**config.mk**
```make
export PLATFORM = sky130hd
export DESIGN_NAME = l1_mau_responder_flat
export DESIGN_NICKNAME = d
export VERILOG_FILES = /design/src/rtl/l1_mau_responder_if.sv /design/src/rtl/l1_mau_responder.sv /design/src/flat_wrapper.sv
export SDC_FILE = /design/constraint.sdc
export NUM_CORES = 1
export LEC_CHECK = 0
export ABC_AREA = 1
export BUFFER_PORTS_ARGS = -buffer_cell sky130_fd_sc_hd__buf_2
export CAP_MARGIN = 20
export CORE_MARGIN = 2
export CORE_UTILIZATION = 53
export CTS_CLUSTER_SIZE = 28
export DETAILED_ROUTE_END_ITERATION = 7
export GPL_TIMING_DRIVEN = 0
export PLACE_DENSITY = 0.78
export SLEW_MARGIN = 0
export SYNTH_ARGS = -nofsm -noshare
export SYNTH_HDL_FRONTEND = slang
export SYNTH_SLANG_ARGS = --single-unit
```
**constraint.sdc**
```tcl
create_clock -name clk -period 1.7 [get_ports clk]
set_input_delay 0.34 -clock clk [delete_from_list [all_inputs] [get_ports clk]]
set_output_delay 0.34 -clock clk [all_outputs]
set_load 0.01 [all_outputs]
```
**src/rtl/l1_mau_responder_if.sv**
```systemverilog
// l1_mau_responder_if
//   Groups the two buses of the L1 MAU responder.
//   - L1 side: a request is held until a one-cycle ack returns.
//   - Memory side: a word-wide request/ready handshake, plus an in-order read response.
//   Modports:
//     slave  : the responder's view of the buses (drives the ack and the memory request).
//     master : the environment's view (drives the L1 request, memory ready and response).
//   Signals:
//     mau_req_val/nc/we/addr/wdata/be  L1 request (wdata/be byte-0 justified)
//     mau_req_ack, mau_ack_nc/we/data  completion pulse and echoed attributes / line data
//     mem_req_val/we/addr/wdata/be     word-aligned memory request, lane-shifted data/enables
//     mem_req_rdy                      memory accepts when val & rdy
//     mem_rsp_val/data                 one read return per accepted read, in order
interface l1_mau_responder_if #(
  parameter int ADDR_W = 32,
  parameter int DATA_W = 32,
  parameter int LINE_W = 128
);
  localparam int BE_W = DATA_W / 8;

  logic              mau_req_val;
  logic              mau_req_nc;
  logic              mau_req_we;
  logic [ADDR_W-1:0] mau_req_addr;
  logic [DATA_W-1:0] mau_req_wdata;
  logic [BE_W-1:0]   mau_req_be;
  logic              mau_req_ack;
  logic              mau_ack_nc;
  logic              mau_ack_we;
  logic [LINE_W-1:0] mau_ack_data;

  logic              mem_req_val;
  logic              mem_req_we;
  logic [ADDR_W-1:0] mem_req_addr;
  logic [DATA_W-1:0] mem_req_wdata;
  logic [BE_W-1:0]   mem_req_be;
  logic              mem_req_rdy;
  logic              mem_rsp_val;
  logic [DATA_W-1:0] mem_rsp_data;

  modport slave (
    input  mau_req_val, mau_req_nc, mau_req_we, mau_req_addr, mau_req_wdata, mau_req_be,
    output mau_req_ack, mau_ack_nc, mau_ack_we, mau_ack_data,
    output mem_req_val, mem_req_we, mem_req_addr, mem_req_wdata, mem_req_be,
    input  mem_req_rdy, mem_rsp_val, mem_rsp_data
  );

  modport master (
    output mau_req_val, mau_req_nc, mau_req_we, mau_req_addr, mau_req_wdata, mau_req_be,
    input  mau_req_ack, mau_ack_nc, mau_ack_we, mau_ack_data,
    input  mem_req_val, mem_req_we, mem_req_addr, mem_req_wdata, mem_req_be,
    output mem_req_rdy, mem_rsp_val, mem_rsp_data
  );
endinterface

```
**src/rtl/l1_mau_responder.sv**
```systemverilog
// l1_mau_responder
//   Memory-side responder for the L1 MAU request interface.
//   - Accepts one L1 request at a time and services it against a word-wide backing memory.
//   - Returns a single-cycle ack when the request completes.
//   Request types:
//   - Cacheable read: a line fill of LINE_W/DATA_W sequential word reads, one outstanding at a time.
//   - Non-cacheable read: one word, returned in the top word of the ack data.
//   - Write (cacheable or not): one word, with data and enables lane-shifted by the byte offset.
//   Ports:
//     clk    clock
//     rst_n  asynchronous active-low reset; aborts any transaction in flight without an ack
//     bus    l1_mau_responder_if.slave (L1 request/ack bus and backing-memory bus)
module l1_mau_responder #(
  parameter int ADDR_W = 32,
  parameter int DATA_W = 32,
  parameter int LINE_W = 128
) (
  input  logic               clk,
  input  logic               rst_n,
  l1_mau_responder_if.slave  bus
);

  localparam int BE_W   = DATA_W / 8;
  localparam int WORDS  = LINE_W / DATA_W;
  localparam int CNT_W  = $clog2(WORDS);
  localparam int OFF_W  = $clog2(BE_W);
  localparam int LOFF_W = $clog2(LINE_W / 8);

  typedef enum logic [2:0] {
    IDLE,
    WR,
    NC_RD,
    NC_WAIT,
    FILL_REQ,
    FILL_WAIT,
    ACK
  } state_e;

  state_e            state_q;
  logic [CNT_W-1:0]  cnt_q;
  logic [LINE_W-1:0] line_q;
  logic              nc_q;
  logic              we_q;
  logic              ack_q;
  logic              mem_val_q;
  logic              mem_we_q;
  logic [ADDR_W-1:0] mem_addr_q;
  logic [DATA_W-1:0] mem_wdata_q;
  logic [BE_W-1:0]   mem_be_q;

  // Enables move up by the byte offset; any enable pushed past the top lane is dropped.
  function automatic logic [BE_W-1:0] lane_be(input logic [BE_W-1:0] be,
                                              input logic [OFF_W-1:0] off);
    return be << off;
  endfunction

  function automatic logic [DATA_W-1:0] lane_wdata(input logic [DATA_W-1:0] d,
                                                   input logic [OFF_W-1:0] off);
    return d << {off, 3'b000};
  endfunction

  logic [ADDR_W-1:0] word_addr;
  logic [ADDR_W-1:0] fill_base;

  assign word_addr = {bus.mau_req_addr[ADDR_W-1:OFF_W], {OFF_W{1'b0}}};
  // Line fills always start at the line boundary, even if L1 sends an unaligned address.
  assign fill_base = {bus.mau_req_addr[ADDR_W-1:LOFF_W], {LOFF_W{1'b0}}};

  always_ff @(posedge clk or negedge rst_n) begin
    if (!rst_n) begin
      state_q     <= IDLE;
      cnt_q       <= '0;
      line_q      <= '0;
      nc_q        <= 1'b0;
      we_q        <= 1'b0;
      ack_q       <= 1'b0;
      mem_val_q   <= 1'b0;
      mem_we_q    <= 1'b0;
      mem_addr_q  <= '0;
      mem_wdata_q <= '0;
      mem_be_q    <= '0;
    end else begin
      ack_q <= 1'b0;
      case (state_q)
        IDLE: begin
          if (bus.mau_req_val) begin
            nc_q      <= bus.mau_req_nc;
            we_q      <= bus.mau_req_we;
            line_q    <= '0;
            cnt_q     <= '0;
            mem_val_q <= 1'b1;
            if (bus.mau_req_we) begin
              state_q     <= WR;
              mem_we_q    <= 1'b1;
              mem_addr_q  <= word_addr;
              mem_wdata_q <= lane_wdata(bus.mau_req_wdata, bus.mau_req_addr[OFF_W-1:0]);
              mem_be_q    <= lane_be(bus.mau_req_be, bus.mau_req_addr[OFF_W-1:0]);
            end else if (bus.mau_req_nc) begin
              state_q     <= NC_RD;
              mem_we_q    <= 1'b0;
              mem_addr_q  <= word_addr;
              mem_wdata_q <= '0;
              mem_be_q    <= '1;
            end else begin
              state_q     <= FILL_REQ;
              mem_we_q    <= 1'b0;
              mem_addr_q  <= fill_base;
              mem_wdata_q <= '0;
              mem_be_q    <= '1;
            end
          end
        end
        WR: begin
          if (bus.mem_req_rdy) begin
            mem_val_q <= 1'b0;
            mem_we_q  <= 1'b0;
            state_q   <= ACK;
            ack_q     <= 1'b1;
          end
        end
        NC_RD: begin
          if (bus.mem_req_rdy) begin
            mem_val_q <= 1'b0;
            state_q   <= NC_WAIT;
          end
        end
        NC_WAIT: begin
          if (bus.mem_rsp_val) begin
            line_q  <= {bus.mem_rsp_data, {(LINE_W-DATA_W){1'b0}}};
            state_q <= ACK;
            ack_q   <= 1'b1;
          end
        end
        FILL_REQ: begin
          if (bus.mem_req_rdy) begin
            mem_val_q <= 1'b0;
            state_q   <= FILL_WAIT;
          end
        end
        FILL_WAIT: begin
          if (bus.mem_rsp_val) begin
            for (int w = 0; w < WORDS; w++) begin
              if (cnt_q == CNT_W'(w)) line_q[w*DATA_W +: DATA_W] <= bus.mem_rsp_data;
            end
            if (cnt_q == CNT_W'(WORDS-1)) begin
              cnt_q   <= '0;
              state_q <= ACK;
              ack_q   <= 1'b1;
            end else begin
              // Next word request goes out on the same edge the response lands.
              cnt_q      <= cnt_q + CNT_W'(1);
              mem_val_q  <= 1'b1;
              mem_addr_q <= mem_addr_q + ADDR_W'(BE_W);
              state_q    <= FILL_REQ;
            end
          end
        end
        ACK: begin
          // L1 still holds val during this cycle; returning to IDLE here keeps it from
          // being taken as a second request.
          state_q <= IDLE;
        end
        default: state_q <= IDLE;
      endcase
    end
  end

  assign bus.mau_req_ack   = ack_q;
  assign bus.mau_ack_nc    = ack_q & nc_q;
  assign bus.mau_ack_we    = ack_q & we_q;
  assign bus.mau_ack_data  = ack_q ? line_q : '0;
  assign bus.mem_req_val   = mem_val_q;
  assign bus.mem_req_we    = mem_we_q;
  assign bus.mem_req_addr  = mem_addr_q;
  assign bus.mem_req_wdata = mem_wdata_q;
  assign bus.mem_req_be    = mem_be_q;

  a_words_pow2: assert property (@(posedge clk)
    (WORDS >= 2) && ((WORDS & (WORDS - 1)) == 0));

  a_req_stable: assert property (@(posedge clk) disable iff (!rst_n)
    (bus.mau_req_val && !bus.mau_req_ack) |=>
      (bus.mau_req_val && $stable(bus.mau_req_nc) && $stable(bus.mau_req_we) &&
       $stable(bus.mau_req_addr) && $stable(bus.mau_req_wdata) && $stable(bus.mau_req_be)));

  a_rsp_in_wait: assert property (@(posedge clk) disable iff (!rst_n)
    bus.mem_rsp_val |-> (state_q == NC_WAIT || state_q == FILL_WAIT));

endmodule
```
**src/flat_wrapper.sv**
```systemverilog
// flat-port wrapper written by rule: the top's interface ports become plain ports
module l1_mau_responder_flat 
#(
  parameter int ADDR_W = 32,
  parameter int DATA_W = 32,
  parameter int LINE_W = 128
)
  (clk, rst_n, bus_mau_req_val, bus_mau_req_nc, bus_mau_req_we, bus_mau_req_addr, bus_mau_req_wdata, bus_mau_req_be, bus_mau_req_ack, bus_mau_ack_nc, bus_mau_ack_we, bus_mau_ack_data, bus_mem_req_val, bus_mem_req_we, bus_mem_req_addr, bus_mem_req_wdata, bus_mem_req_be, bus_mem_req_rdy, bus_mem_rsp_val, bus_mem_rsp_data);
  l1_mau_responder_if #(.ADDR_W(ADDR_W), .DATA_W(DATA_W), .LINE_W(LINE_W)) bus_i ();
  input  logic clk;
  input  logic rst_n;
  input wire logic [$bits(bus_i.mau_req_val)-1:0] bus_mau_req_val;
  input wire logic [$bits(bus_i.mau_req_nc)-1:0] bus_mau_req_nc;
  input wire logic [$bits(bus_i.mau_req_we)-1:0] bus_mau_req_we;
  input wire logic [$bits(bus_i.mau_req_addr)-1:0] bus_mau_req_addr;
  input wire logic [$bits(bus_i.mau_req_wdata)-1:0] bus_mau_req_wdata;
  input wire logic [$bits(bus_i.mau_req_be)-1:0] bus_mau_req_be;
  output wire logic [$bits(bus_i.mau_req_ack)-1:0] bus_mau_req_ack;
  output wire logic [$bits(bus_i.mau_ack_nc)-1:0] bus_mau_ack_nc;
  output wire logic [$bits(bus_i.mau_ack_we)-1:0] bus_mau_ack_we;
  output wire logic [$bits(bus_i.mau_ack_data)-1:0] bus_mau_ack_data;
  output wire logic [$bits(bus_i.mem_req_val)-1:0] bus_mem_req_val;
  output wire logic [$bits(bus_i.mem_req_we)-1:0] bus_mem_req_we;
  output wire logic [$bits(bus_i.mem_req_addr)-1:0] bus_mem_req_addr;
  output wire logic [$bits(bus_i.mem_req_wdata)-1:0] bus_mem_req_wdata;
  output wire logic [$bits(bus_i.mem_req_be)-1:0] bus_mem_req_be;
  input wire logic [$bits(bus_i.mem_req_rdy)-1:0] bus_mem_req_rdy;
  input wire logic [$bits(bus_i.mem_rsp_val)-1:0] bus_mem_rsp_val;
  input wire logic [$bits(bus_i.mem_rsp_data)-1:0] bus_mem_rsp_data;
  assign bus_i.mau_req_val = bus_mau_req_val;
  assign bus_i.mau_req_nc = bus_mau_req_nc;
  assign bus_i.mau_req_we = bus_mau_req_we;
  assign bus_i.mau_req_addr = bus_mau_req_addr;
  assign bus_i.mau_req_wdata = bus_mau_req_wdata;
  assign bus_i.mau_req_be = bus_mau_req_be;
  assign bus_mau_req_ack = bus_i.mau_req_ack;
  assign bus_mau_ack_nc = bus_i.mau_ack_nc;
  assign bus_mau_ack_we = bus_i.mau_ack_we;
  assign bus_mau_ack_data = bus_i.mau_ack_data;
  assign bus_mem_req_val = bus_i.mem_req_val;
  assign bus_mem_req_we = bus_i.mem_req_we;
  assign bus_mem_req_addr = bus_i.mem_req_addr;
  assign bus_mem_req_wdata = bus_i.mem_req_wdata;
  assign bus_mem_req_be = bus_i.mem_req_be;
  assign bus_i.mem_req_rdy = bus_mem_req_rdy;
  assign bus_i.mem_rsp_val = bus_mem_rsp_val;
  assign bus_i.mem_rsp_data = bus_mem_rsp_data;
  l1_mau_responder #(.ADDR_W(ADDR_W), .DATA_W(DATA_W), .LINE_W(LINE_W)) u_core (.clk(clk), .rst_n(rst_n), .bus(bus_i));
endmodule
```
==> Word level (Yosys, flattened, before mapping) <==
Index checks and enable logic that the tools add are counted.
{ "totals": {"ff_bits": 206, "word_cells": 101, "output_inout_bits": 201} }
{ "classes": {"shifts": 2, "bitwise": 2, "mux": 44, "addsub": 2, "n_eq_ne": 20, "n_reduce_logical": 17} }
{ "ops": {"columns": ["operator", "count"], "rows": [
  ["128-bit two-way mux", 4],
  ["128-bit one-hot mux with 3 select lines", 1],
  ["32-bit two-way mux", 8],
  ["32-bit one-hot mux with 2 select lines", 1],
  ["32-bit by 3-bit adder with 32-bit output (second input constant)", 1],
  ["32-bit by 5-bit left shift with 32-bit output", 1],
  ["5-bit AND reduction", 5],
  ["3-bit two-way mux", 8],
  ["3-bit one-hot mux with 6 select lines", 1],
  ["2-bit inequality test (second input constant)", 7],
  ["4-bit two-way mux", 3],
  ["1-bit two-way mux", 10],
  ["2-bit by 1-bit inequality test with 1-bit output (second input constant)", 5],
  ["2-bit two-way mux", 4],
  ["3-bit by 2-bit == test with 1-bit output (second input constant)", 2],
  ["3-bit == test (second input constant)", 2],
  ["1-bit one-hot mux with 3 select lines", 2],
  ["3-bit AND reduction", 2],
  ["6-bit AND reduction", 1],
  ["3-bit nonzero test", 2],
  ["2-bit == test (second input constant)", 2],
  ["2-bit one-hot mux with 2 select lines", 1],
  ["4-bit AND reduction", 1],
  ["2-bit nonzero test", 2],
  ["10 further kinds", 11]
]} }

==> Logic depth before layout (Yosys ltp) <==
{ "logic_depth": {"depth_word": 4, "mapped_depth": 12, "depth_no_buf": 11} }

==> Worst setup path before layout <==
No wires, ideal clock.
{ "synth_path": {"kind": "register to register", "from": "register u_core.mem_addr_q[3] (netlist: u_core.bus.mem_req_addr[3])", "to": "register u_core.mem_addr_q[20] (netlist: u_core.bus.mem_req_addr[20])", "slack_ns": 0.112, "path_buffers": 0, "stages_incl_launch_ff": 11, "arrival_time_ns": 1.471, "t_required_ns": 1.584, "setup_time_ns": 0.116, "cell_sequence": "dfrtp_1 ha_1 nand2_1 nor2_1 nand2_1 nor2_1 nand2_1 nand2_1 nand3_1 nand2_1 nand2_1"} }
{ "synth_between": {"elab_chain_cells": 4} }
{ "synth_lines": {"columns": ["element", "line_no", "rtl"], "rows": [
  ["start, declared", "l1_mau_responder.sv:47", "logic [ADDR_W-1:0] mem_addr_q;"],
  ["start signal, assigned", "l1_mau_responder.sv:95", "mem_addr_q <= word_addr;"],
  ["start signal, assigned", "l1_mau_responder.sv:101", "mem_addr_q <= word_addr;"],
  ["start signal, assigned", "l1_mau_responder.sv:107", "mem_addr_q <= fill_base;"],
  ["32-bit by 3-bit adder with 32-bit output", "l1_mau_responder.sv:153", "mem_addr_q <= mem_addr_q + ADDR_W'(BE_W);"],
  ["32-bit two-way mux", "l1_mau_responder.sv:145", "if (cnt_q == CNT_W'(WORDS-1)) begin"],
  ["32-bit two-way mux", "l1_mau_responder.sv:141", "if (bus.mem_rsp_val) begin"],
  ["32-bit one-hot mux with 2 select lines", "l1_mau_responder.sv:84", "case (state_q)"]
]} }
No other way between the ends. The select of a mux whose other input is x is not followed.
A chain may end at the register's enable or synchronous reset.

==> Final worst setup path <==
{ "layout_path": {"from": "register u_core.ack_q (netlist: u_core.bus.mau_req_ack)", "to": "output port bus_mau_ack_data[1]"} }
{ "layout_between": {"elab_chain_cells": 1} }
{ "layout_lines": {"columns": ["element", "line_no", "rtl"], "rows": [
  ["start, declared", "l1_mau_responder.sv:44", "logic ack_q;"],
  ["start signal, assigned", "l1_mau_responder.sv:76", "ack_q <= 1'b0;"],
  ["start signal, assigned", "l1_mau_responder.sv:83", "ack_q <= 1'b0;"],
  ["start signal, assigned", "l1_mau_responder.sv:118", "ack_q <= 1'b1;"],
  ["128-bit two-way mux", "l1_mau_responder.sv:171", "assign bus.mau_ack_data = ack_q ? line_q : '0;"],
  ["end, declared", "flat_wrapper.sv:21", "output wire logic [$bits(bus_i.mau_ack_data)-1:0] bus_mau_ack_data;"]
]} }
No other way between the ends.

==> impl_metrics.py <==
metrics = {
    "placement": {
        "dp_hpwl_microns": 25600,
        "port_buffers": 304,
        "gp_congestion": 0.919,
        "placedCellCount": 2234,
        "detailedPlace.worstSlack_ns": -0.474,
    },
    "sta": {
        "setup_viol": 202,
        "min_period_ns": 1.95,
        "grt_setup_unrepaired": "true",
        "fmax_ghz": 0.512,
        "skew_ns": 0.00957,
        "holdWs_ns": 0.0870,
        "slew_viol_final": 0,
        "period_share_pct": 115,
        "hold_viol": 0,
        "max_slew.worst_pin.slew_ns": 0.747,
        "fin_ws_ns": -0.254,
        "slew_headroom_pct": 50.2,
    },
    "outcome": {
        "violations": "negative setup slack",
        "status": "finished, violations left",
    },
    "finish": {
        "final_cells": 2319,
        "drive_above_1_share_pct": 34.6,
        "multiInputGateArea_sq_um": 5660,
        "final_nets": 2140,
        "fillers": 1573,
        "regArea_sq_um": 5110,
        "postLayoutCoreUtil_pct": 75.6,
        "layout_common_cells": "nand2_1, buf_2, dfrtp_1, nand3_1, inv_1",
        "area_growth_pct": 40.9,
        "diodes": 0,
        "layout_commonest_cell": "nand2_1",
    },
    "worst_setup_path": {
        "endpoint": "bus_mau_ack_data[1]",
        "crit_type": "reg2out",
        "reg2reg_slack_ns": -0.07,
        "cp_data_required_time_ns": 1.36,
        "cp-startpoint": "u_core.bus.mau_req_ack$_DFF_PN0_",
        "crit_arrival_ns": 1.61,
        "cp-end-kind": "primary output",
        "crit_path_start_kind": "flip-flop",
        "path_max_fanout": 10,
        "r2r-end": "u_core.line_q[29]$_DFFE_PN0P_",
        "reg2reg_depth": 9,
        "r2r_start": "u_core.state_q[0]$_DFFE_PN0P_",
    },
    "logic_synthesis": {
        "yosys_most_used_dff": "dfrtp_1",
        "synth_edf_count": 0,
        "syn_inst": 1653,
        "ys_seq_area_share_pct": 45.4,
        "ys_seq_elements": 204,
        "synth_area_sq_um": 11200,
        "ys_types": 36,
        "async_flop_share_pct": 100,
        "ys_warn_count": 0,
        "synth_area_per_cell_sq_um": 6.80,
    },
    "global_routing": {
        "grt_pass1_vias": 11100,
        "grt_max_degree": 113,
        "antenna_found_initial": 0,
        "grt.total_usage_pct": 30.8,
        "overflow": 0,
        "grt_pass1_wl_microns": 55600,
    },
    "power": {
        "fin_total_pwr_mw": 30.5,
        "vdd_drop_max_mv": 0.987,
        "powerDensity_nw_per_um2": 1920,
        "power.leakage_nw": 9.60,
    },
    "clocking": {
        "cts_root_buf": "clkbuf_16",
        "htree_levels": 1,
        "cts_inserted_buffers": 22,
        "cts_num_sinks": 204,
        "clockBufferDepth": 3,
        "tritoncts": "yes",
        "path_clk_slew_ns": 0.06,
        "clock_latency_ns": 0.51,
    },
    "detailed_routing": {
        "post_drt_wl_per_cell_microns": 16.8,
        "drcViolationCount": 0,
        "ant_nets": 0,
        "route.vias.total": 12500,
        "drt_iter0_markers": 987,
        "vias_per_cell": 5.38,
        "routed_wl_microns": 38900,
        "drtPass1Iterations": 6,
    },
    "die": {
        "io_pins": 308,
        "core_sq_um": 21000,
        "die_h_microns": 150,
        "dieArea_sq_um": 22400,
        "die_w_microns": 150,
        "rows": 53,
        "initial_utilization_pct": 53.7,
    },
    "job": {
        "cap_viol_max_count": 0,
    },
    "hold_path": {
        "holdCritPathClass": "in2reg",
        "whs_path_depth": 3,
    },
}
[layer usage]
| metal | track usage, % | wire [microns] |
|---|---|---|
| met1 | 41.4 | 14500 |
| met2 | 51.9 | 19100 |
| met3 | 4.02 | 3620 |
| met4 | 9.81 | 1720 |
| met5 | 0 | 0 |
[Yosys cell counts (2+ instances only)]
cell / count / share of area (%)
buf_1: 3 / 0.10
a21oi_1: 23 / 1.0
clkinv_1: 2 / 0.067
inv_2: 7 / 0.23
buf_4: 15 / 1.0
nand2_1: 650 / 22
a2bb2oi_1: 3 / 0.23
o211ai_1: 2 / 0.13
nand4_1: 2 / 0.11
o21ai_0: 62 / 2.8
nand3_1: 192 / 8.5
dfrtp_1: 204 / 45
inv_1: 204 / 6.8
nor2_4: 6 / 0.60
nor2_1: 156 / 5.2
o21ai_1: 5 / 0.22
or2_2: 7 / 0.39
o21a_1: 2 / 0.13
a31oi_1: 9 / 0.50
ha_1: 5 / 0.56
buf_2: 36 / 1.6
clkbuf_1: 38 / 1.3
nand2_2: 6 / 0.33
mux2i_1: 2 / 0.18
[state kept, by name, indices dropped and copies added, names as in the netlist, 2 cells and up]
register,cells
u_core.line_q,128
u_core.bus.mem_req_wdata,32
u_core.bus.mem_req_addr,30
u_core.bus.mem_req_be,4
u_core.state_q,3
u_core.cnt_q,2
[final cells by class]
| class | instances | share of cell area (%) |
|---|---|---|
| plain buffers | 90 | 5.38 |
| clock buffers | 30 | 4.18 |
| clock inverters | 10 | 0.687 |
| inverters | 213 | 5.18 |
| multi-input cells | 1145 | 35.7 |
| flip-flops and latches | 204 | 32.3 |
| well taps | 275 | 2.17 |
| repair buffers | 352 | 14.4 |
[worst min path at each step]
stage / end / slack (ns) / startpoint
after floorplan: u_core.bus.mau_req_ack$_DFF_PN0_ / 0.04 / rst_n
after global placement: u_core.line_q[107]$_DFFE_PN0P_ / 0.45 / u_core.line_q[107]$_DFFE_PN0P_
after detailed placement: u_core.line_q[41]$_DFFE_PN0P_ / 0.40 / rst_n
after CTS: u_core.nc_q$_DFFE_PN0P_ / 0.08 / bus_mau_req_nc
after global routing: u_core.nc_q$_DFFE_PN0P_ / 0.10 / bus_mau_req_nc
final: u_core.nc_q$_DFFE_PN0P_ / 0.09 / bus_mau_req_nc
[report_power, final]
group          leakage [nW]  switching (mW)  internal [mW]
clock network         0.380            2.06           3.03
logic                  6.51            9.55           6.88
registers              2.71            1.97           7.00
total                  9.60            13.6           16.9
[per-stage QoR]
stage,instance area (sq um),setup TNS [ns]
final,15800,-24.97
after global routing,15800,-36.61
after CTS,14200,-22.32
after detailed placement,13200,-52.49
after global placement,13100,-679.65
after floorplan,11200,0
[critical path, cell delays in order (launching register included)]
cell,delay [ns]
dfrtp_2,0.46
clkbuf_4,0.27
nand2_1,0.11
inv_1,0.12
buf_2,0.15
[repair_timing]
item,4_1_cts,5_1_grt
endpoints found under the hold margin,92,0
resized for setup,77,390
endpoints found under the setup margin,315,327
gates cloned,0,18
pin swaps,2,16
hold buffers,1,0
buffers inserted,11,17
[kinds of logic after synthesis]
group | share of synthesized area [%]
compound gates | 5.30
xor+xnor | 0.156
flops | 45.4
mux | 0.178
simple gates | 37.3
buf+inv | 11.1
other cells | 0.0333
fa+ha+maj | 0.556
No activity file was read; power rests on OpenSTA's default activity.
